==> src/rtl/booth_pp_accum.sv <==
// Folds 16 latched radix-4 Booth rows into a signed 64-bit product, ROWS_PER_CYCLE rows per clock.
// Result appears N_ACC cycles after accept; holds in DONE until out_ready, in_ready low while busy.
module booth_pp_accum #(
  parameter int ROWS_PER_CYCLE = 2
) (
  input  logic         clk,
  input  logic         rst,
  input  logic         in_valid,
  output logic         in_ready,
  input  logic [527:0] pp_bus,
  input  logic [15:0]  e_bus,
  input  logic [31:0]  y,
  output logic         out_valid,
  input  logic         out_ready,
  output logic [63:0]  product,
  output logic         busy,
  output logic         chk_err
);

  localparam int         R      = ROWS_PER_CYCLE;
  localparam logic [4:0] STEP   = 5'(R);
  localparam logic [4:0] LAST_K = 5'(16 - R);

  typedef enum logic [1:0] {IDLE, ACC, DONE} state_t;

  state_t       state;
  logic [527:0] pp_q;
  logic [15:0]  e_q;
  logic [15:0]  neg_q;
  logic [4:0]   row_cnt;
  logic [63:0]  acc;

  logic [15:0]  y_odd;
  logic [32:0]  row_pp;
  logic [63:0]  part;
  logic [63:0]  sum;
  logic         e_bad;

  always_comb begin
    y_odd = '0;
    for (int i = 0; i < 16; i++) begin
      y_odd[i] = y[2*i+1];
    end
  end

  // Row registers shift down each ACC cycle, so the current rows always sit in slots 0..R-1.
  always_comb begin
    row_pp = '0;
    part   = '0;
    e_bad  = 1'b0;
    for (int j = 0; j < R; j++) begin
      row_pp = pp_q[33*j +: 33];
      part   = part + ({{31{row_pp[32]}}, row_pp} << (2*j)) + (64'(neg_q[j]) << (2*j));
      e_bad  = e_bad | (e_q[j] != ~row_pp[32]);
    end
    sum = acc + (part << {row_cnt, 1'b0});
  end

  always_ff @(posedge clk) begin
    if (rst) begin
      state     <= IDLE;
      in_ready  <= 1'b1;
      out_valid <= 1'b0;
      busy      <= 1'b0;
      chk_err   <= 1'b0;
      product   <= '0;
      acc       <= '0;
      row_cnt   <= '0;
      pp_q      <= '0;
      e_q       <= '0;
      neg_q     <= '0;
    end else begin
      case (state)
        IDLE: begin
          if (in_valid) begin
            pp_q     <= pp_bus;
            e_q      <= e_bus;
            neg_q    <= y_odd;
            acc      <= '0;
            row_cnt  <= '0;
            in_ready <= 1'b0;
            busy     <= 1'b1;
            state    <= ACC;
          end
        end
        ACC: begin
          acc     <= sum;
          row_cnt <= row_cnt + STEP;
          pp_q    <= pp_q >> (33*R);
          e_q     <= e_q >> R;
          neg_q   <= neg_q >> R;
          chk_err <= chk_err | e_bad;
          if (row_cnt == LAST_K) begin
            product   <= sum;
            out_valid <= 1'b1;
            state     <= DONE;
          end
        end
        DONE: begin
          if (out_ready) begin
            out_valid <= 1'b0;
            in_ready  <= 1'b1;
            busy      <= 1'b0;
            state     <= IDLE;
          end
        end
        default: begin
          state     <= IDLE;
          in_ready  <= 1'b1;
          out_valid <= 1'b0;
          busy      <= 1'b0;
        end
      endcase
    end
  end

endmodule

==> config.mk <==
export PLATFORM = sky130hd
export DESIGN_NAME = booth_pp_accum
export DESIGN_NICKNAME = d
export VERILOG_FILES = /design/src/rtl/booth_pp_accum.sv
export SDC_FILE = /design/constraint.sdc
export NUM_CORES = 2
export LEC_CHECK = 0
export BUFFER_PORTS_ARGS = -buffer_cell sky130_fd_sc_hd__buf_2
export CELL_PAD_IN_SITES_DETAIL_PLACEMENT = 1
export CELL_PAD_IN_SITES_GLOBAL_PLACEMENT = 1
export CORE_ASPECT_RATIO = 1.2
export CORE_UTILIZATION = 42
export DETAILED_ROUTE_END_ITERATION = 8
export PLACE_DENSITY = 0.87
export SLEW_MARGIN = 25
export SYNTH_ARGS = -nofsm -noshare
export SYNTH_HDL_FRONTEND = slang
export SYNTH_SLANG_ARGS = --single-unit
==> constraint.sdc <==
create_clock -name clk -period 6.7 [get_ports clk]
set_input_delay 1.34 -clock clk [delete_from_list [all_inputs] [get_ports clk]]
set_output_delay 1.34 -clock clk [all_outputs]
set_load 0.03 [all_outputs]
==> flow_metrics.env <==
export IMPL_dr_wl_met3_microns=10600
export IMPL_synth_seq_area_share_pct=36.8
export IMPL_slew_viol_final=0
export IMPL_power_leakage_nw=20.5
export IMPL_clk_transition_reported_paths_ps=80
export IMPL_synthDistinctLibCells=84
export IMPL_met2RoutedLength_microns=76600
export IMPL_drt_first_pass_iters=6
export IMPL_period_share_pct=96.2
export IMPL_crit_slowest_cell="sky130_fd_sc_hd__fa_2"
export IMPL_filler_cells=10500
export IMPL_p_comb_share_pct=29.1
export IMPL_postSynthNetCount=4965
export IMPL_route_layer_met1_wl_microns=64100
export IMPL_yosys_mux_area_fraction_pct=1.80
export IMPL_net_switching_power_mw=4.30
export IMPL_synth_top_cell_area_share_pct=36.8
export IMPL_drt_total_wl_microns=161000
export IMPL_num_rows=120
export IMPL_numCtsBuffers=76
export IMPL_worst_setup_path_type="flop to flop"
export IMPL_setup_tns_ps=0
export IMPL_final_layout_size_suffix_gt1_share_pct=33.2
export IMPL_setup_viol=0
export IMPL_routed_top_layer="met5"
export IMPL_avg_cell_area_syn_sq_um=8.93
export IMPL_startpoint_kind_of_the_worst_setup_timing_path="flop"
export IMPL_timing_worst_slew_pin_value_ps=1020
export IMPL_synth_adder_area_share_pct=4.46
export IMPL_synthTopCellsByCount="734 x sky130_fd_sc_hd__nor2_1, 698 x sky130_fd_sc_hd__dfxtp_1, 492 x sky130_fd_sc_hd__a2bb2oi_1"
export IMPL_synth_area_in_compound_gates_pct=37.5
export IMPL_number_of_vias_per_cell=6.34
export IMPL_clkPwrFrac_pct=33.8
export IMPL_grt_setup_unrepaired="no"
export IMPL_fmax_mhz=155
export IMPL_detail_route_wl_per_cell_microns=26.6
export IMPL_synth_most_common_cell="sky130_fd_sc_hd__nor2_1"
export IMPL_power_switching_fraction_pct=33.4
export IMPL_reg2regPathDepth=24
export IMPL_yosys_top_cells_area="sky130_fd_sc_hd__dfxtp_1 37%, sky130_fd_sc_hd__o221a_2 15%, sky130_fd_sc_hd__a2bb2oi_1 11%, sky130_fd_sc_hd__nor2_1 7.3%, sky130_fd_sc_hd__ha_1 4.4%"
export IMPL_ys_ff_latch=698
export IMPL_synthSimpleGateAreaFrac_pct=12.4
export IMPL_hold_path_class="flop to flop"
export IMPL_power_share_sequential_pct=37.1
export IMPL_detailed_place_hpwl_microns=115000
export IMPL_insertion_delay_ps=670
export IMPL_cts_htree_levels=3
export IMPL_timing_critical_path_max_delay_family="compound AO/OA/AOI/OAI gates"
export IMPL_final_util_pct=51.4
export IMPL_vdd_ir_drop_worst_v=0.000221
export IMPL_first_global_vias=38700
export IMPL_hold_slack_ps=450
export IMPL_fin_nets=5482
export IMPL_io_pins=648
export IMPL_timing_final_hold_violations=0
export IMPL_layout_area_seq_sq_um=14000
export IMPL_cts_tree="done"
export IMPL_syn_instance_count=4251
export IMPL_die_y_microns=331
export IMPL_outcome="finished, final reports clean"
export IMPL_fin_crit_ps=6450
export IMPL_grt_first_pass_wirelength_microns=239000
export IMPL_crit_path_cell_trace="fa_2 -> ha_1 -> a21oi_4 -> o22ai_2 -> nand4_2 -> a2111oi_4 -> nor3_1 -> or3_1 -> mux4_2 -> a21oi_1 -> buf_4 -> nor2_1 -> ha_1 -> a21oi_1 -> buf_4 -> o21bai_1 -> a221oi_1 -> o21ai_0 -> nand2_1 -> and3_1 -> a211o_1 -> a2111oi_4 -> o31ai_1 -> a32o_1"
export IMPL_postSynth_asyncResetShare_pct=0
export IMPL_cts_sinks=698
export IMPL_synth_main_ff_cell="sky130_fd_sc_hd__dfxtp_1"
export IMPL_cp_data_arrival_time_ps=6990
export IMPL_cap_viol_max_count=0
export IMPL_holdPathStages=2
export IMPL_synth_warnings=0
export IMPL_chipWidth_microns=276
export IMPL_initial_antenna_violation_count=97
export IMPL_drtAntennaViolNets=0
export IMPL_synth_edf_count=0
export IMPL_finalWorstSetupSlack_ps=252
export IMPL_yosys_area_share_xor_xnor_pct=2.01
export IMPL_grtUsageTotal_pct=33.4
export IMPL_power_per_cell_area_nw_per_um2=280
export IMPL_cts_hold_fix_buffers=0
export IMPL_dp_slack_ps=-115
export IMPL_path_buf_inv=2
export IMPL_power_mw=12.9
export IMPL_dr_first_iter_drc_count=3606
export IMPL_timing_max_slew_rel_slack_pct=32.2
export IMPL_total_number_of_vias=38400
export IMPL_mappedNetlistArea_sq_um=37900
export IMPL_clock_tree_root_cell="sky130_fd_sc_hd__clkbuf_16"
export IMPL_crit_path_max_incr_delay_ps=600
export IMPL_grt_max_degree=224
export IMPL_route_detailed_drc=0
export IMPL_synthToLayoutAreaGrowth_pct=21.1
export IMPL_stages_on_worst_setup_path=24
export IMPL_p_int_mw=8.58
export IMPL_finalClockSkew_ps=30.3
export IMPL_cts_root_to_sink_buffers=3
export IMPL_synth_top_family_by_area="compound AO/OA/AOI/OAI gates"
export IMPL_critPathRequiredTime_ps=7240
export IMPL_initial_utilization_pct=42.5
export IMPL_critical_path_endpoint_type="flop"
export IMPL_io_buffer_count=631
export IMPL_gp_congestion=0.969
export IMPL_footprint_of_the_multi_input_gates_sq_um=22300
export IMPL_grt_remaining_overflow=0
export IMPL_synth_top_cell_by_area="sky130_fd_sc_hd__dfxtp_1"
export IMPL_design_die_area_sq_um=91600
export IMPL_critical_path_max_fanout=4
export IMPL_design_core_area_sq_um=89300
==> worst paths after layout <==
| path | from | endpoint | slack, ps |
|---|---|---|---|
| max reg2reg | pp_q[2] | acc[58] | 250 |
| min | product[34] | product[34] | 450 |
| max | pp_q[2] | acc[58] | 250 |
| min reg2reg | product[34] | product[34] | 450 |
==> stage by stage <==
| stage | instances | cell area, sq um |
|---|---|---|
| 2_1_floorplan | 4251 | 37900 |
| 3_3_place_gp | 5847 | 43000 |
| 3_5_place_dp | 5847 | 43000 |
| 4_1_cts | 5981 | 45500 |
| 5_1_grt | 6053 | 45900 |
| 6_report | 6066 | 46000 |
==> power groups by stage <==
stage	sequential (mW)	combinational (mW)	clock [mW]
2_1_floorplan	4.72	2.27	0
3_3_place_gp	4.83	3.52	0
3_5_place_dp	4.85	3.62	0
4_1_cts	4.76	3.66	4.39
5_1_grt	4.80	4.01	4.55
6_report	4.78	3.75	4.35
==> flip-flops by register name, indices dropped and copies added, names as in the netlist, 2 cells and up <==
| register | flops |
|---|---|
| state | 2 |
| e_q | 16 |
| neg_q | 16 |
| pp_q | 528 |
| acc | 64 |
| row_cnt | 4 |
| product | 64 |
==> placed cells by master (no fill, tap or decap), types with 28 or more instances in the layout <==
cell type	instances
sky130_fd_sc_hd__a21o_1	67
sky130_fd_sc_hd__a21oi_1	183
sky130_fd_sc_hd__a22oi_1	114
sky130_fd_sc_hd__a2bb2oi_1	492
sky130_fd_sc_hd__buf_2	629
sky130_fd_sc_hd__buf_4	261
sky130_fd_sc_hd__clkbuf_16	77
sky130_fd_sc_hd__dfxtp_1	695
sky130_fd_sc_hd__diode_2	83
sky130_fd_sc_hd__ha_1	128
sky130_fd_sc_hd__inv_1	42
sky130_fd_sc_hd__mux2i_1	28
sky130_fd_sc_hd__nand2_1	205
sky130_fd_sc_hd__nand3_1	43
sky130_fd_sc_hd__nor2_1	727
sky130_fd_sc_hd__nor3_1	30
sky130_fd_sc_hd__o21ai_0	74
sky130_fd_sc_hd__o221a_2	491
sky130_fd_sc_hd__xnor2_1	51
sky130_fd_sc_hd__xor2_1	30
==> area by class of cell <==
| class | instances | area share, % |
|---|---|---|
| sequential | 698 | 30.4 |
| tap | 1159 | 3.16 |
| multi-input combinational | 3049 | 48.6 |
| timing repair buffer | 899 | 11.5 |
| clock inverter | 34 | 0.918 |
| clock buffer | 100 | 4.58 |
| antenna | 83 | 0.452 |
| inverter | 44 | 0.392 |
==> kinds of logic after synthesis <==
group                      count (synthesis)
DFF                                      698
xor gates and xnor gates                  87
muxes                                     53
adders and majority gates                134
buffers and inverters                    504
and+or+nand+nor                         1132
AOI/OAI and AO/OA                       1643
==> routing by layer <==
metal / global-route usage [%] / up-vias
li1: - / 17400
met1: 40.6 / 19100
met2: 55.1 / 1447
met3: 5.84 / 391
met4: 19.9 / 40
met5: 0 / -
==> timing repair <==
item | 4_1_cts | 5_1_grt
resized for setup | 6 | 43
setup buffers | 0 | 2
endpoints found under the setup margin | 6 | 31
pin swaps | 0 | 5
==> worst register-to-register path, stage by stage (launching register included) <==
cell,delay (ps)
sky130_fd_sc_hd__dfxtp_1,340
sky130_fd_sc_hd__fa_2,600
sky130_fd_sc_hd__ha_1,250
sky130_fd_sc_hd__a21oi_4,100
sky130_fd_sc_hd__o22ai_2,170
sky130_fd_sc_hd__nand4_2,190
sky130_fd_sc_hd__a2111oi_4,400
sky130_fd_sc_hd__nor3_1,110
sky130_fd_sc_hd__or3_1,470
sky130_fd_sc_hd__mux4_2,550
sky130_fd_sc_hd__a21oi_1,180
sky130_fd_sc_hd__buf_4,150
sky130_fd_sc_hd__nor2_1,60
sky130_fd_sc_hd__ha_1,360
sky130_fd_sc_hd__a21oi_1,110
sky130_fd_sc_hd__buf_4,140
sky130_fd_sc_hd__o21bai_1,170
sky130_fd_sc_hd__a221oi_1,110
sky130_fd_sc_hd__o21ai_0,310
sky130_fd_sc_hd__nand2_1,130
sky130_fd_sc_hd__and3_1,250
sky130_fd_sc_hd__a211o_1,350
sky130_fd_sc_hd__a2111oi_4,440
sky130_fd_sc_hd__o31ai_1,120
sky130_fd_sc_hd__a32o_1,250
Note: power is estimated with default switching activity, not from simulation.
